File: src/rtl/booth_pkg.sv
// rtl/booth_pkg.sv - shared accumulator width derivation and FSM state type
package booth_pkg;

   typedef enum logic {
      ACCUM = 1'b0,
      HOLD  = 1'b1
   } state_t;

   function automatic int acc_width(input int n, input int g);
      return 2 * n + g;
   endfunction

endpackage

File: src/rtl/booth_acc_add.sv
// rtl/booth_acc_add.sv - signed accumulate adder; ACC_SATURATE_EN selects clamp+overflow flag, else wrap
module booth_acc_add #(
   parameter int W = 72
) (
   input  logic signed [W-1:0] a_i,
   input  logic signed [W-1:0] b_i,
   output logic signed [W-1:0] sum_o,
   output logic                ovf_o
);

`ifdef ACC_SATURATE_EN
   logic signed [W-1:0] raw;
   logic                over;

   // Overflow only when both operands share a sign the result does not.
   always_comb begin
      raw   = a_i + b_i;
      over  = (a_i[W-1] == b_i[W-1]) && (raw[W-1] != a_i[W-1]);
      sum_o = raw;
      ovf_o = over;
      if (over) begin
         sum_o = a_i[W-1] ? {1'b1, {(W-1){1'b0}}} : {1'b0, {(W-1){1'b1}}};
      end
   end
`else
   always_comb begin
      sum_o = a_i + b_i;
      ovf_o = 1'b0;
   end
`endif

endmodule

File: src/rtl/booth_product_accumulator.sv
// rtl/booth_product_accumulator.sv - accumulates signed Booth products into blocks; ACC_SATURATE_EN enables clamping and out_ovf
module booth_product_accumulator
   import booth_pkg::*;
#(
   parameter  int N     = 32,
   parameter  int G     = 8,
   parameter  int CW    = 16,
   localparam int ACC_W = acc_width(N, G)
) (
   input  logic                    clk,
   input  logic                    rst_n,
   input  logic                    in_valid,
   output logic                    in_ready,
   input  logic [2*N-1:0]          in_product,
   input  logic                    in_last,
   input  logic                    clear,
   output logic                    out_valid,
   input  logic                    out_ready,
   output logic signed [ACC_W-1:0] out_acc,
   output logic [CW-1:0]           out_count,
   output logic                    out_ovf
);

   state_t                  state_q, state_d;
   logic                    live_q, live_d;
   logic signed [ACC_W-1:0] acc_q, acc_d, out_acc_q, out_acc_d;
   logic [CW-1:0]           count_q, count_d, out_count_q, out_count_d;
   logic                    ovf_q, ovf_d;
   logic signed [ACC_W-1:0] base_acc, prod_ext, sum;
   logic [CW-1:0]           base_cnt, cnt_inc;
   logic                    base_ovf, add_ovf, new_ovf;
   logic                    accept;

   assign accept   = in_valid && in_ready;
   assign prod_ext = ACC_W'(signed'(in_product));

   // A clear restarts the block, so the accepted beat (if any) adds onto zero.
   always_comb begin
      base_acc = clear ? '0 : acc_q;
      base_cnt = clear ? '0 : count_q;
      base_ovf = clear ? 1'b0 : ovf_q;
      cnt_inc  = (base_cnt == {CW{1'b1}}) ? base_cnt : base_cnt + CW'(1);
      new_ovf  = base_ovf | add_ovf;
   end

   booth_acc_add #(.W(ACC_W)) u_add (
      .a_i   (base_acc),
      .b_i   (prod_ext),
      .sum_o (sum),
      .ovf_o (add_ovf)
   );

   always_ff @(posedge clk or negedge rst_n) begin
      if (!rst_n) begin
         state_q <= ACCUM;
      end else begin
         state_q <= state_d;
      end
   end

   always_comb begin
      state_d = state_q;
      case (state_q)
         ACCUM:   if (accept && in_last) state_d = HOLD;
         HOLD:    if (out_ready) state_d = ACCUM;
         default: state_d = ACCUM;
      endcase
   end

   always_comb begin
      in_ready  = live_q && (state_q == ACCUM);
      out_valid = (state_q == HOLD);
   end

   always_comb begin
      live_d      = 1'b1;
      acc_d       = acc_q;
      count_d     = count_q;
      ovf_d       = ovf_q;
      out_acc_d   = out_acc_q;
      out_count_d = out_count_q;
      if (state_q == ACCUM) begin
         if (accept) begin
            acc_d   = sum;
            count_d = cnt_inc;
            ovf_d   = new_ovf;
            if (in_last) begin
               out_acc_d   = sum;
               out_count_d = cnt_inc;
            end
         end else if (clear) begin
            acc_d   = '0;
            count_d = '0;
            ovf_d   = 1'b0;
         end
      end else if (out_ready) begin
         acc_d   = '0;
         count_d = '0;
         ovf_d   = 1'b0;
      end
   end

   always_ff @(posedge clk or negedge rst_n) begin
      if (!rst_n) begin
         live_q      <= 1'b0;
         acc_q       <= '0;
         count_q     <= '0;
         ovf_q       <= 1'b0;
         out_acc_q   <= '0;
         out_count_q <= '0;
      end else begin
         live_q      <= live_d;
         acc_q       <= acc_d;
         count_q     <= count_d;
         ovf_q       <= ovf_d;
         out_acc_q   <= out_acc_d;
         out_count_q <= out_count_d;
      end
   end

   assign out_acc   = out_acc_q;
   assign out_count = out_count_q;

`ifdef ACC_SATURATE_EN
   logic out_ovf_q, out_ovf_d;

   always_comb begin
      out_ovf_d = out_ovf_q;
      if ((state_q == ACCUM) && accept && in_last) out_ovf_d = new_ovf;
   end

   always_ff @(posedge clk or negedge rst_n) begin
      if (!rst_n) begin
         out_ovf_q <= 1'b0;
      end else begin
         out_ovf_q <= out_ovf_d;
      end
   end

   assign out_ovf = out_ovf_q;
`else
   assign out_ovf = 1'b0;
`endif

endmodule

File: config.mk
export PLATFORM = sky130hd
export DESIGN_NAME = booth_product_accumulator
export DESIGN_NICKNAME = d
export VERILOG_FILES = /design/src/rtl/booth_pkg.sv /design/src/rtl/booth_acc_add.sv /design/src/rtl/booth_product_accumulator.sv
export SDC_FILE = /design/constraint.sdc
export NUM_CORES = 1
export LEC_CHECK = 0
export ABC_AREA = 1
export BUFFER_PORTS_ARGS = -buffer_cell sky130_fd_sc_hd__buf_2
export CAP_MARGIN = 10
export CORE_ASPECT_RATIO = 0.5
export CORE_UTILIZATION = 56
export CTS_BUF_LIST = sky130_fd_sc_hd__clkbuf_16
export CTS_CLUSTER_DIAMETER = 120
export DETAILED_ROUTE_END_ITERATION = 12
export HOLD_SLACK_MARGIN = 0.12
export PLACE_DENSITY = 0.77
export SLEW_MARGIN = 30
export SYNTH_ARGS = -nofsm -noshare
export SYNTH_HDL_FRONTEND = slang
export SYNTH_SLANG_ARGS = --single-unit
export TNS_END_PERCENT = 20
File: constraint.sdc
create_clock -name clk -period 4 [get_ports clk]
set_input_delay 0.2 -clock clk [delete_from_list [all_inputs] [get_ports clk]]
set_output_delay 0.2 -clock clk [all_outputs]
set_load 0.005 [all_outputs]
; ---- After elaboration in Yosys (flattened, before gate mapping)
; Index checks and enable logic that the tools add are counted.
; W data, S select, Z words.
[word_totals]
regBits = 178
in_bits = 70
[op_classes]
add_sub_neg = 2
eq_ne = 2
n_mux = 12
n_bitwise = 1
reduce_logical = 4
[ops]
columns = op, n
row1 = $mux W72, 4
row2 = $mux W16, 5
row3 = $add A72 B64 Y72, 1
row4 = $add A16 B1 Y16 const B, 1
row5 = $eq A16 B16 Y1 const B, 1
row6 = $logic_and A1 B1 Y1, 3
row7 = $reduce_and A3 Y1, 1
row8 = $mux W1, 2
row9 = $ne A2 B2 Y1 const B, 1
row10 = $pmux W1 S2, 1
row11 = $not A1 Y1, 1

; ---- Logic depth before layout (Yosys ltp)
[depth]
depth_word = 6
depth_mapped = 22
depth_no_buf = 21

; ---- Cells and area by module
; Synthesis repeated with hierarchy kept, for this count alone.
[hier_totals]
hier_cells = 2317
hier_area_um2 = 14632.8
[modules_own_cells]
columns = module, instances, cells_per_inst, area_each_um2, seq_area_each_um2
row1 = booth_product_accumulator, 1, 1021, 8408.1, 4454.3
row2 = booth_acc_add, 1, 1296, 6224.7, 0.0

; ---- Worst setup path before layout
; No wires, ideal clock.
[synth_path]
path_type = in2reg
start = in clear
end = reg acc_q[69]
t_arrival_ns = 2.518
required_ns = 3.879
slack_ns = 1.361
cell_stages = 14
path_buffers = 3
path_cell_list = buf_4 > clkbuf_1 > buf_1 > nor2_1 > ha_1 > a21o_1 > a21oi_1 > a21boi_0 > a21boi_0 > nor2_1 > nor2_1 > nand3_1 > nand3_1 > nand2_1
[synth_between]
elab_chain_cells = 4
[synth_rtl]
columns = element, line
row1 = from (decl), booth_product_accumulator.sv:16  ; input logic clear,
row2 = $mux W72 *, n/a
row3 = $add A72 B64 Y72, booth_acc_add.sv:27  ; sum_o = a_i + b_i;
row4 = $mux W72 *, booth_product_accumulator.sv:83  ; if (accept) begin
row5 = $mux W72 *, booth_product_accumulator.sv:82  ; if (state_q == ACCUM) begin
row6 = to (signal assigned), booth_product_accumulator.sv:106  ; acc_q <= '0;
row7 = to (signal assigned), booth_product_accumulator.sv:113  ; acc_q <= acc_d;
row8 = to (decl), booth_product_accumulator.sv:26  ; logic signed [ACC_W-1:0] acc_q, acc_d, out_acc_q, out_acc_d;
; Mark *: on every way between the ends. The rest lies on a longest branch, timed or not.
; A chain may end at the register's enable or synchronous reset.

; ---- Worst setup path in the final report
[layout_path]
start = reg state_q, in the netlist out_valid
end = reg out_acc_q[31], in the netlist out_acc[31]
[layout_between]
elab_chain_cells = 4
[layout_rtl]
columns = element, line
row1 = from (decl), booth_product_accumulator.sv:24  ; state_t state_q, state_d;
row2 = from (signal assigned), booth_product_accumulator.sv:57  ; state_q <= state_d;
row3 = $not A1 Y1 (no source line) *, n/a
row4 = $logic_and A1 B1 Y1, booth_product_accumulator.sv:71  ; in_ready = live_q && (state_q == ACCUM);
row5 = $logic_and A1 B1 Y1, booth_product_accumulator.sv:34  ; assign accept = in_valid && in_ready;
row6 = $reduce_and A3 Y1 (no source line) *, n/a
row7 = to (signal assigned), booth_product_accumulator.sv:116  ; out_acc_q <= out_acc_d;
row8 = to (decl), booth_product_accumulator.sv:26
; Marks and branches as above.

==> out/qor.yml <==
drtIter0Drc: 1665
yosysWarningCount: 0
grt_max_degree: 103
grt_pass1_vias: 13700
ys.flop_type: "dfrtp_1"
rows: 40
path_max_fanout: 56
vias: 15200
dieWidth_um: 227
hold_violations: 0
coreArea_sq_um: 24400
grt_use_total_pct: 37.3
hold_class: "input pin to flop"
grt_overflow: 0
finalCritPeriodShare_pct: 77.5
synth_seq_cells: 178
min_period_ns: 3.10
pwr-share-comb_pct: 30.2
viasPerCell: 5.68
cellLeakagePower_nw: 8.66
ctsResizeCount: 0
wl_per_cell_um: 17.8
final_antenna_net_count: 0
worstSetupPathType: "flop to flop"
startpoint_type: "flop"
nNetsFinal: 2455
relSlewSlack_pct: 34.7
antenna_cells: 0
syn-cell-area_sq_um: 14200
cts_sinks: 178
p_switching_mw: 2.19
synth_cells: 2204
numCtsBuffers: 17
worstMarginPinSlew_ns: 0.978
cts-root-buf: "clkbuf_16"
ir_drop_mv: 0.273
io_pins: 161
power_density_nw_per_um2: 361
area_growth_pct: 12.0
die-area_sq_um: 26000
synthArstFlopShare_pct: 100
tritoncts: "built"
yosysSeqAreaShare_pct: 31.5
synth_edf_count: 0
cp_data_arrival_time_ns: 3.49
drt-total-wl_mm: 47.7
start_util_pct: 58.1
ctsLongestPathBuffers: 2
setup_tns_ns: 0
drive_gt1_share_pct: 12.8
rsz0062_at_grt: "no"
fmaxAchievable_ghz: 0.323
cts-htree-levels: 4
required_ns: 4.40
gp_congestion: 1.05
drc: 0
clock_latency_ns: 0.47
antenna_found_initial: 0
seqPwrFrac_pct: 39.6
clk_pin_slew_worst_paths_ns: 0.08
finalPower_mw: 5.73
switching_share_pct: 38.3
synth_cell_type_count: 45
drtPass1Iterations: 5
end_kind: "flop"
port_buffers: 159
synth.net_count: 2327
cellInternalPower_mw: 3.53
grt_pass1_wl_mm: 73.9
worst_clock_skew_ns: 0.0162
drv_cap: 0
power.share.clock_pct: 30.2
drv_slew: 0
die_y_um: 114
setup_violations: 0
dpl.hpwl_mm: 36.8
status: "finished clean"
postSynthAreaPerCell_sq_um: 6.42
==> final cells by class <==
class | instances | area [sq um]
clock buffers | 17 | 425
clock inverters | 15 | 171
fillers | 2313 | 8520
inverters | 316 | 1190
multi-input cells | 1642 | 8230
flip-flops and latches | 178 | 4450
well taps | 336 | 420
repair buffers | 177 | 958
==> state kept, by name, indices dropped and copies added (netlist names) <==
register,count
acc_q,72
count_q,16
live_q,1
out_acc,72
out_count,16
out_valid,1
==> cells in the final DEF (no fill, tap or decap), drive strengths merged, types with 8 or more instances in the layout <==
cell,instances
buf,175
nand2,725
nor2,265
o21ai,119
nand3b,18
a21oi,88
xor2,30
ha,53
nor3,46
o21bai,16
nand4,15
a32oi,69
clkbuf,17
dfrtp,178
inv,319
nand3,153
clkinv,12
a21boi,8
==> through the flow <==
step           instances  setup slack (ns)  instance area (sq um)  utilization, %  hold slack [ns]
3_5_place_dp        2647             0.690                  15200            62.5            0.335
2_1_floorplan       2204              1.36                  14200               -          -0.0956
4_1_cts             2681             0.947                  15800            65.0            0.150
3_3_place_gp        2647             0.681                  15200            62.5            0.326
5_1_grt             2681             0.628                  15900            65.0            0.182
6_report            2681             0.901                  15900            65.0            0.161
==> power groups by stage <==
stage	logic (mW)	clock network (mW)	registers (mW)
global route	1.91	1.81	2.30
detailed placement	1.70	0	2.30
global placement	1.67	0	2.29
floorplan	1.04	0	2.29
CTS	1.70	1.73	2.27
finish	1.73	1.73	2.27
==> what timing repair did <==
item | 4_1_cts | 5_1_grt
hold buffers | 2 | 0
hold endpoints to repair | 87 | 0
buffers inserted | 0 | 0
==> synthesized netlist by cell type, drive strengths merged, types with 30 or more instances <==
| cell type | number | area (sq um) |
|---|---|---|
| nand2 | 725 | 2800 |
| inv | 313 | 1180 |
| nor2 | 265 | 1100 |
| dfrtp | 178 | 4450 |
| nand3 | 153 | 836 |
| o21ai | 119 | 596 |
| a21oi | 88 | 448 |
| a32oi | 69 | 604 |
| ha | 53 | 663 |
| clkbuf | 46 | 173 |
| nor3 | 46 | 235 |
| xor2 | 30 | 263 |
==> critical path: stages, from the launching register on <==
cell and delay, ns:
dfrtp_1 0.74, nor2_1 0.29, nand2_2 0.09, inv_2 0.53, nand2_4 0.30, inv_1 0.12
buf_4 0.56, nand3b_1 0.22, nand2_1 0.11
==> per-layer routing <==
| layer | GRT usage (%) | part of all wire (%) | up-vias |
|---|---|---|---|
| li1 | - | - | 7352 |
| met1 | 53.6 | 46 | 7107 |
| met2 | 57.3 | 43 | 685 |
| met3 | 6.72 | 8.7 | 80 |
| met4 | 10.5 | 2.3 | 0 |
| met5 | 0 | 0 | - |
==> logic make-up after synthesis <==
kind of cell	after synthesis	share of synthesized area [%]
XOR/XNOR	36	2.23
buffers and inverters	384	10.5
flip-flops	178	31.5
AND/OR/NAND/NOR	1232	37.2
adder cells (fa/ha/maj)	53	4.69
other	2	0.0531
AO/OA/AOI/OAI	319	13.9
==> worst paths after layout <==
| kind | from | to | slack [ns] | cells past startpoint |
|---|---|---|---|---|
| worst min register to register | out_acc[69] | out_acc[69] | 0.48 | 2 |
| worst min-delay path | in_last | out_count[9] | 0.16 | 4 |
| min in group asynchronous | rst_n | acc_q[52] | 0.37 | 2 |
| worst max-delay path | out_valid | out_acc[31] | 0.90 | 8 |
| worst max register to register | out_valid | out_acc[31] | 0.90 | 8 |
| max in group asynchronous | rst_n | out_count[5] | 2.59 | 3 |
Power figures use the tool's default switching activity.
